File: src/rtl/uart_program_loader_pkg.sv
// uart_program_loader_pkg: shared types and constants for the UART program loader.
package uart_program_loader_pkg;
    localparam logic [7:0] SYNC_BYTE = 8'hA5;
    localparam int UART_DATA_BITS = 8;

    typedef enum logic [2:0] {
        ST_IDLE, ST_LEN_LO, ST_LEN_HI, ST_DATA, ST_CHECK, ST_DONE, ST_ERROR
    } loader_state_e;

    typedef enum logic [1:0] {RX_IDLE, RX_START, RX_DATA, RX_STOP} rx_state_e;

    function automatic int bytes_for(input int bits);
        return (bits + 7) / 8;
    endfunction
endpackage

File: src/rtl/uart_program_loader_if.sv
// uart_program_loader_if: instruction-memory write port driven by the loader.
interface uart_program_loader_if #(
    parameter int INST_W   = 16,
    parameter int I_ADDR_W = 12
);
    logic                we;
    logic [I_ADDR_W-1:0] addr;
    logic [INST_W-1:0]   wdata;

    modport master (output we, addr, wdata);
    modport slave  (input we, addr, wdata);
endinterface

File: src/rtl/uart_program_loader_rx.sv
// uart_rx: 8N1 receiver with 2-FF synchroniser, mid-bit sampling and glitch rejection.
module uart_rx
    import uart_program_loader_pkg::*;
#(
    parameter int CLKS_PER_BIT = 104
) (
    input  logic                      clk,
    input  logic                      rst_n,
    input  logic                      rx,
    output logic                      rx_valid,
    output logic [UART_DATA_BITS-1:0] rx_byte,
    output logic                      rx_frame_err
);
    localparam int CW = $clog2(CLKS_PER_BIT);
    localparam int IW = $clog2(UART_DATA_BITS);

    rx_state_e                 state, state_d;
    logic [2:0]                sync;
    logic [CW-1:0]             cnt, cnt_d;
    logic [IW-1:0]             bit_idx, bit_idx_d;
    logic [UART_DATA_BITS-1:0] shift_d;
    logic                      valid_d, err_d, tick_half, tick_full;

    assign tick_half = cnt == CW'(CLKS_PER_BIT / 2 - 1);
    assign tick_full = cnt == CW'(CLKS_PER_BIT - 1);

    // sync[1] is the synchronised line, sync[2] its previous value for edge detection
    always_comb begin
        state_d   = state;
        cnt_d     = cnt + 1'b1;
        bit_idx_d = bit_idx;
        shift_d   = rx_byte;
        valid_d   = 1'b0;
        err_d     = 1'b0;
        case (state)
            RX_IDLE: begin
                cnt_d   = '0;
                state_d = sync[2] && !sync[1] ? RX_START : RX_IDLE;
            end
            RX_START: if (tick_half) begin
                cnt_d     = '0;
                bit_idx_d = '0;
                state_d   = sync[1] ? RX_IDLE : RX_DATA;
            end
            RX_DATA: if (tick_full) begin
                cnt_d     = '0;
                shift_d   = {sync[1], rx_byte[UART_DATA_BITS-1:1]};
                bit_idx_d = bit_idx + 1'b1;
                state_d   = bit_idx == IW'(UART_DATA_BITS - 1) ? RX_STOP : RX_DATA;
            end
            RX_STOP: if (tick_full) begin
                cnt_d   = '0;
                valid_d = sync[1];
                err_d   = !sync[1];
                state_d = RX_IDLE;
            end
            default: state_d = RX_IDLE;
        endcase
    end

    always_ff @(posedge clk or negedge rst_n) begin
        if (!rst_n) begin
            sync         <= '1;
            state        <= RX_IDLE;
            cnt          <= '0;
            bit_idx      <= '0;
            rx_byte      <= '0;
            rx_valid     <= 1'b0;
            rx_frame_err <= 1'b0;
        end else begin
            sync         <= {sync[1:0], rx};
            state        <= state_d;
            cnt          <= cnt_d;
            bit_idx      <= bit_idx_d;
            rx_byte      <= shift_d;
            rx_valid     <= valid_d;
            rx_frame_err <= err_d;
        end
    end
endmodule

File: src/rtl/uart_program_loader.sv
// uart_program_loader: UART bootloader writing a checksummed image into instruction memory,
// holding the CPU in reset while loading.
module uart_program_loader
    import uart_program_loader_pkg::*;
#(
    parameter int CLK_FREQ_HZ    = 1_000_000,
    parameter int BAUD_RATE      = 9600,
    parameter int INST_W         = 16,
    parameter int I_ADDR_W       = 12,
    parameter int I_MEMORY_DEPTH = 1 << I_ADDR_W,
    parameter int TIMEOUT_CYCLES = 1_000_000
) (
    input  logic                  clk,
    input  logic                  rst_n,
    input  logic                  uart_rx,
    output logic                  cpu_run,
    uart_program_loader_if.master imem,
    output logic                  loading,
    output logic                  load_done,
    output logic                  load_error
);
    localparam int CLKS_PER_BIT = CLK_FREQ_HZ / BAUD_RATE;
    localparam int WB = bytes_for(INST_W);
    localparam int BW = WB > 1 ? $clog2(WB) : 1;
    localparam int TW = $clog2(TIMEOUT_CYCLES + 1);

    if (CLKS_PER_BIT < 4) begin : g_baud_check
        $error("CLKS_PER_BIT must be at least 4");
    end

    loader_state_e   state, state_d;
    logic            rx_valid, rx_frame_err;
    logic [7:0]      rx_byte, len_lo, sum;
    logic [15:0]     inst_cnt;
    logic [BW-1:0]   byte_idx;
    logic [WB*8-1:0] word, word_d;
    logic [TW-1:0]   idle_cnt;
    logic            idle_like, timeout, too_big, take, last_byte;

    uart_rx #(.CLKS_PER_BIT(CLKS_PER_BIT)) u_rx (
        .clk          (clk),
        .rst_n        (rst_n),
        .rx           (uart_rx),
        .rx_valid     (rx_valid),
        .rx_byte      (rx_byte),
        .rx_frame_err (rx_frame_err)
    );

    assign idle_like = state inside {ST_IDLE, ST_DONE, ST_ERROR};
    assign loading   = !idle_like;
    assign timeout   = loading && !rx_valid && idle_cnt == TW'(TIMEOUT_CYCLES - 1);
    assign too_big   = 32'({rx_byte, len_lo}) * 32'(WB) > 32'(I_MEMORY_DEPTH);
    assign last_byte = byte_idx == BW'(WB - 1);
    assign take      = rx_valid && state == ST_DATA;

    // The final write is followed by one more DATA cycle so the strobe never leaks into CHECK
    always_comb begin
        word_d = word;
        word_d[byte_idx*8 +: 8] = rx_byte;
        state_d = state;
        if (idle_like)
            state_d = rx_valid && rx_byte == SYNC_BYTE ? ST_LEN_LO : state;
        else if (rx_frame_err || timeout)
            state_d = ST_ERROR;
        else
            case (state)
                ST_LEN_LO: state_d = rx_valid ? ST_LEN_HI : state;
                ST_LEN_HI: state_d = !rx_valid ? state : too_big ? ST_ERROR :
                                     {rx_byte, len_lo} == 16'd0 ? ST_CHECK : ST_DATA;
                ST_DATA:   state_d = imem.we && inst_cnt == 16'd0 ? ST_CHECK : state;
                ST_CHECK:  state_d = !rx_valid ? state : rx_byte == sum ? ST_DONE : ST_ERROR;
                default:   state_d = state;
            endcase
    end

    always_ff @(posedge clk or negedge rst_n) begin
        if (!rst_n) state <= ST_IDLE;
        else        state <= state_d;
    end

    always_ff @(posedge clk or negedge rst_n) begin
        if (!rst_n) begin
            cpu_run    <= 1'b1;
            load_done  <= 1'b0;
            load_error <= 1'b0;
            imem.we    <= 1'b0;
            imem.addr  <= '0;
            imem.wdata <= '0;
            len_lo     <= '0;
            sum        <= '0;
            inst_cnt   <= '0;
            byte_idx   <= '0;
            word       <= '0;
            idle_cnt   <= '0;
        end else begin
            load_done <= 1'b0;
            imem.we   <= 1'b0;
            idle_cnt  <= rx_valid || !loading ? '0 : idle_cnt + 1'b1;
            if (imem.we) imem.addr <= imem.addr + I_ADDR_W'(WB);
            if (idle_like && state_d == ST_LEN_LO) begin
                cpu_run    <= 1'b0;
                load_error <= 1'b0;
                imem.addr  <= '0;
                sum        <= '0;
                byte_idx   <= '0;
            end
            if (state == ST_LEN_LO && rx_valid) len_lo <= rx_byte;
            if (state == ST_LEN_HI && rx_valid) inst_cnt <= {rx_byte, len_lo};
            if (take) begin
                sum      <= sum + rx_byte;
                word     <= word_d;
                byte_idx <= last_byte ? '0 : byte_idx + 1'b1;
                if (last_byte) begin
                    imem.we    <= 1'b1;
                    imem.wdata <= word_d[INST_W-1:0];
                    inst_cnt   <= inst_cnt - 1'b1;
                end
            end
            if (state == ST_CHECK && state_d == ST_DONE) begin
                cpu_run   <= 1'b1;
                load_done <= 1'b1;
            end
            if (loading && state_d == ST_ERROR) begin
                cpu_run    <= 1'b0;
                load_error <= 1'b1;
            end
        end
    end
endmodule

File: src/flat_wrapper.sv
// flat-port wrapper written by rule: the top's interface ports become plain ports
module uart_program_loader_flat import uart_program_loader_pkg::*;
#(
    parameter int CLK_FREQ_HZ    = 1_000_000,
    parameter int BAUD_RATE      = 9600,
    parameter int INST_W         = 16,
    parameter int I_ADDR_W       = 12,
    parameter int I_MEMORY_DEPTH = 1 << I_ADDR_W,
    parameter int TIMEOUT_CYCLES = 1_000_000
)
  (clk, rst_n, uart_rx, cpu_run, loading, load_done, load_error, imem_we, imem_addr, imem_wdata);
  uart_program_loader_if #(.INST_W(INST_W), .I_ADDR_W(I_ADDR_W)) imem_i ();
  input  logic clk;
  input  logic rst_n;
  input  logic uart_rx;
  output logic cpu_run;
  output logic loading;
  output logic load_done;
  output logic load_error;
  output wire logic [$bits(imem_i.we)-1:0] imem_we;
  output wire logic [$bits(imem_i.addr)-1:0] imem_addr;
  output wire logic [$bits(imem_i.wdata)-1:0] imem_wdata;
  assign imem_we = imem_i.we;
  assign imem_addr = imem_i.addr;
  assign imem_wdata = imem_i.wdata;
  uart_program_loader #(.CLK_FREQ_HZ(CLK_FREQ_HZ), .BAUD_RATE(BAUD_RATE), .INST_W(INST_W), .I_ADDR_W(I_ADDR_W), .I_MEMORY_DEPTH(I_MEMORY_DEPTH), .TIMEOUT_CYCLES(TIMEOUT_CYCLES)) u_core (.clk(clk), .rst_n(rst_n), .uart_rx(uart_rx), .cpu_run(cpu_run), .imem(imem_i), .loading(loading), .load_done(load_done), .load_error(load_error));
endmodule
File: config.mk
export PLATFORM = sky130hd
export DESIGN_NAME = uart_program_loader_flat
export DESIGN_NICKNAME = d
export VERILOG_FILES = /design/src/rtl/uart_program_loader_pkg.sv /design/src/rtl/uart_program_loader_if.sv /design/src/rtl/uart_program_loader_rx.sv /design/src/rtl/uart_program_loader.sv /design/src/flat_wrapper.sv
export SDC_FILE = /design/constraint.sdc
export NUM_CORES = 1
export LEC_CHECK = 0
export BUFFER_PORTS_ARGS = -buffer_cell sky130_fd_sc_hd__buf_2
export CAP_MARGIN = 20
export CORE_MARGIN = 2
export CORE_UTILIZATION = 48
export CTS_CLUSTER_DIAMETER = 150
export CTS_CLUSTER_SIZE = 10
export DETAILED_ROUTE_END_ITERATION = 6
export PLACE_DENSITY = 0.63
export SYNTH_ARGS = -nofsm -noshare
export SYNTH_HDL_FRONTEND = slang
export SYNTH_HIERARCHICAL = 1
export SYNTH_SLANG_ARGS = --single-unit
File: constraint.sdc
create_clock -name clk -period 3.1 [get_ports clk]
set_clock_uncertainty 0.05 [all_clocks]
set_input_delay 0.155 -clock clk [delete_from_list [all_inputs] [get_ports clk]]
set_output_delay 0.155 -clock clk [all_outputs]
set_load 0.03 [all_outputs]
==> qor.yml <==
initial_utilization: 0.495
floorplan.rows: 40
cts_repair_resize_count: 0
synthDominantAreaCellType: "dfrtp_1"
postSynthRegisterBits: 120
die_h_um: 116
post_drt_via_cell_ratio: 5.59
detailed_place_hpwl_um: 8940
die_width_um: 116
final_period_minus_worst_setup_slack_ns: 2.78
synth_ff_type: "dfrtp_1"
setup.worst_path.start_class: "flop"
post_cts.repair.setup_buffers: 0
synth_fp_nets: 622
path_class: "flop to flop"
leakage_power_nw: 3.41
grt_first_pass_wirelength_um: 22900
wire_per_inst_um: 15.9
post-route-period-util: 0.896
routed-via-count: 4662
grt-ovfl-total: 0
drive_gt1_frac: 0.189
grt.busiest_layer: "met2"
num_antenna_cells: 0
cp-endpoint: "u_core/load_error"
detailedPlace.worstSlack_ns: 0.354
startpoint_of_the_lowest_slack_register_to_register_path: "u_core/u_rx/rx_byte[3]"
ys_async_sr_fraction: 1.00
place_congestion: 0.879
grt_use_met3: 0.0486
worst-slew-pin-transition_ns: 0.765
power_density_nw_per_um2: 531
via_count_of_the_first_global_routing_pass: 4611
critPathArrivalTime_ns: 3.04
clk-insertion-delay-late_ns: 0.42
fp.coreArea_um2: 12100
timing.max_cap.violations: 0
routed_wirelength_um: 13300
synth_area_leaders: "dfrtp_1, nand2_1, mux2_2"
grt_start_max_net_pins: 58
critPathMaxFanout: 10
first_pass_iters: 5
grt_use_met1: 0.308
setup_viol: 0
port_buffers: 34
floorplan.io_pins: 36
final_cell_count_no_fill: 834
synth_area_um2: 5970
ant_nets: 0
cts_buffer_depth: 2
ys_seq_area_frac: 0.504
irDropWorstVdd_uv: 434
synth.yosys.warnings: 6
outcome: "finished, final reports clean"
class_of_the_tightest_hold_or_removal_check: "primary input to asynchronous set/reset pin"
critical_path_required_ns: 3.36
globalRouteMet2Util: 0.334
antenna_found_initial: 0
synth_edf_count: 0
fp.dieArea_um2: 13300
cts.sink_count: 120
clk_root_buffer_cell: "clkbuf_16"
slew_viol_final: 0
startpoint: "u_core/u_rx/rx_byte[3]"
worst-r2r-setup-slack_ns: 0.32
finalHoldViolCount: 0
post-route-drc-count: 0
cts_tree: "done"
multi_input_area_um2: 2810
place.detailed.instances: 801
seqCellArea_um2: 3010
maxSlewHeadroom: 0.487
instance_count_of_the_mapped_netlist: 604
grt_use_total: 0.218
layout-area-overhead-vs-synth_pct: 17.4
layout_common_cells: "dfrtp_1, nand2_1, nor2_1, buf_2, a21oi_1"
yosysTopAreaCellShare: 0.486
clkTransAtPathRegs_ns: 0.05
endpoint_kind: "flop"
cts.htree.levels: 4
clock.fmax_ghz: 0.360
layout.cells.most_common: "dfrtp_1"
drt_first_iter_violations: 241
reg2reg_depth: 8
place_area_um2: 6410
fill_cells: 1031
cts_buffers: 17
synth.avg_cell_area_um2: 9.89
fin_tns_setup_ns: 0
finish.instance_area_um2: 7010
timing.final.ws_setup_ns: 0.321
netlist-cell-type-count: 71
num-nets-final: 672
unrepaired_setup_endpoints_after_global_routing: "no"
worst_r2r_endpoint: "u_core/load_error"
## cell usage after synthesis (all sizes together) (11+ instances only)
library cell and n:
ha 14, a21oi 33, xor2 24, nor2 67, o21ai 24, clkbuf 15, nor3 14, dfrtp 116
xnor2 11, nand2 89, nand3 22, inv 15, mux2 25
## timing repair
| item | in CTS | in global routing |
|---|---|---|
| hold buffers | 2 | 0 |
| endpoints found under the setup margin | 0 | 0 |
| hold endpoints to repair | 53 | 0 |
## state kept, by name, summed over array words and instances (netlist names), 2 cells and up
name,cells
u_core/idle_cnt,20
u_core/imem.addr,11
u_core/imem.wdata,16
u_core/inst_cnt,16
u_core/len_lo,8
u_core/state,3
u_core/sum,8
u_core/u_rx/bit_idx,3
u_core/u_rx/cnt,7
u_core/u_rx/rx_byte,8
u_core/u_rx/state,2
u_core/u_rx/sync,3
u_core/word,8
## critical path, cell delays in order, from the launching register on
cell	delay, ns
dfrtp_1	0.49
ha_1	0.40
nor4_1	0.24
a31oi_1	0.18
a2111o_1	0.41
or4_4	0.44
o211a_2	0.16
o211a_1	0.13
a22o_1	0.18
## stage by stage
step	util	hold slack [ns]	power, mW
after floorplan	-	-0.191	1.77
after global routing	0.581	0.309	3.87
after global placement	0.532	0.212	1.82
final	0.581	0.289	3.72
after detailed placement	0.532	0.212	1.83
after CTS	0.581	0.307	3.76
## cells by family after synthesis
family                   synth area share
multiplexers                       0.0518
buffers and inverters              0.0268
AO/OA/AOI/OAI                       0.120
adder cells (fa/ha/maj)            0.0327
other                            0.000628
AND/OR/NAND/NOR                     0.213
flip-flops                          0.504
XOR/XNOR                           0.0513
## cell type report
class | count | area share
clock buffer | 19 | 0.0646
multi-input combinational | 445 | 0.401
inverter | 16 | 0.00892
clock inverter | 12 | 0.0182
sequential | 120 | 0.429
tap | 168 | 0.0300
timing repair buffer | 54 | 0.0485
## power breakdown
group          leakage, nW  internal, mW  switching (mW)
registers             1.65          1.60          0.0560
logic                 1.48        0.0647          0.0797
clock network        0.277          1.21           0.704
## worst min-delay path by stage
stage / from / to / cells past startpoint
2_1_floorplan: rst_n / u_core/byte_idx / 0
3_3_place_gp: uart_rx / u_core/u_rx/sync[0] / 1
3_5_place_dp: uart_rx / u_core/u_rx/sync[0] / 1
4_1_cts: u_core/u_rx/sync[0] / u_core/u_rx/sync[1] / 0
5_1_grt: u_core/u_rx/sync[0] / u_core/u_rx/sync[1] / 0
6_report: rst_n / u_core/inst_cnt[6] / 2
## routing by layer
metal | routed length [um] | up-vias
li1 | - | 2245
met1 | 6430 | 2276
met2 | 6070 | 122
met3 | 589 | 19
met4 | 188 | 0
met5 | 0 | -
Note: power is estimated with default switching activity, not from simulation.
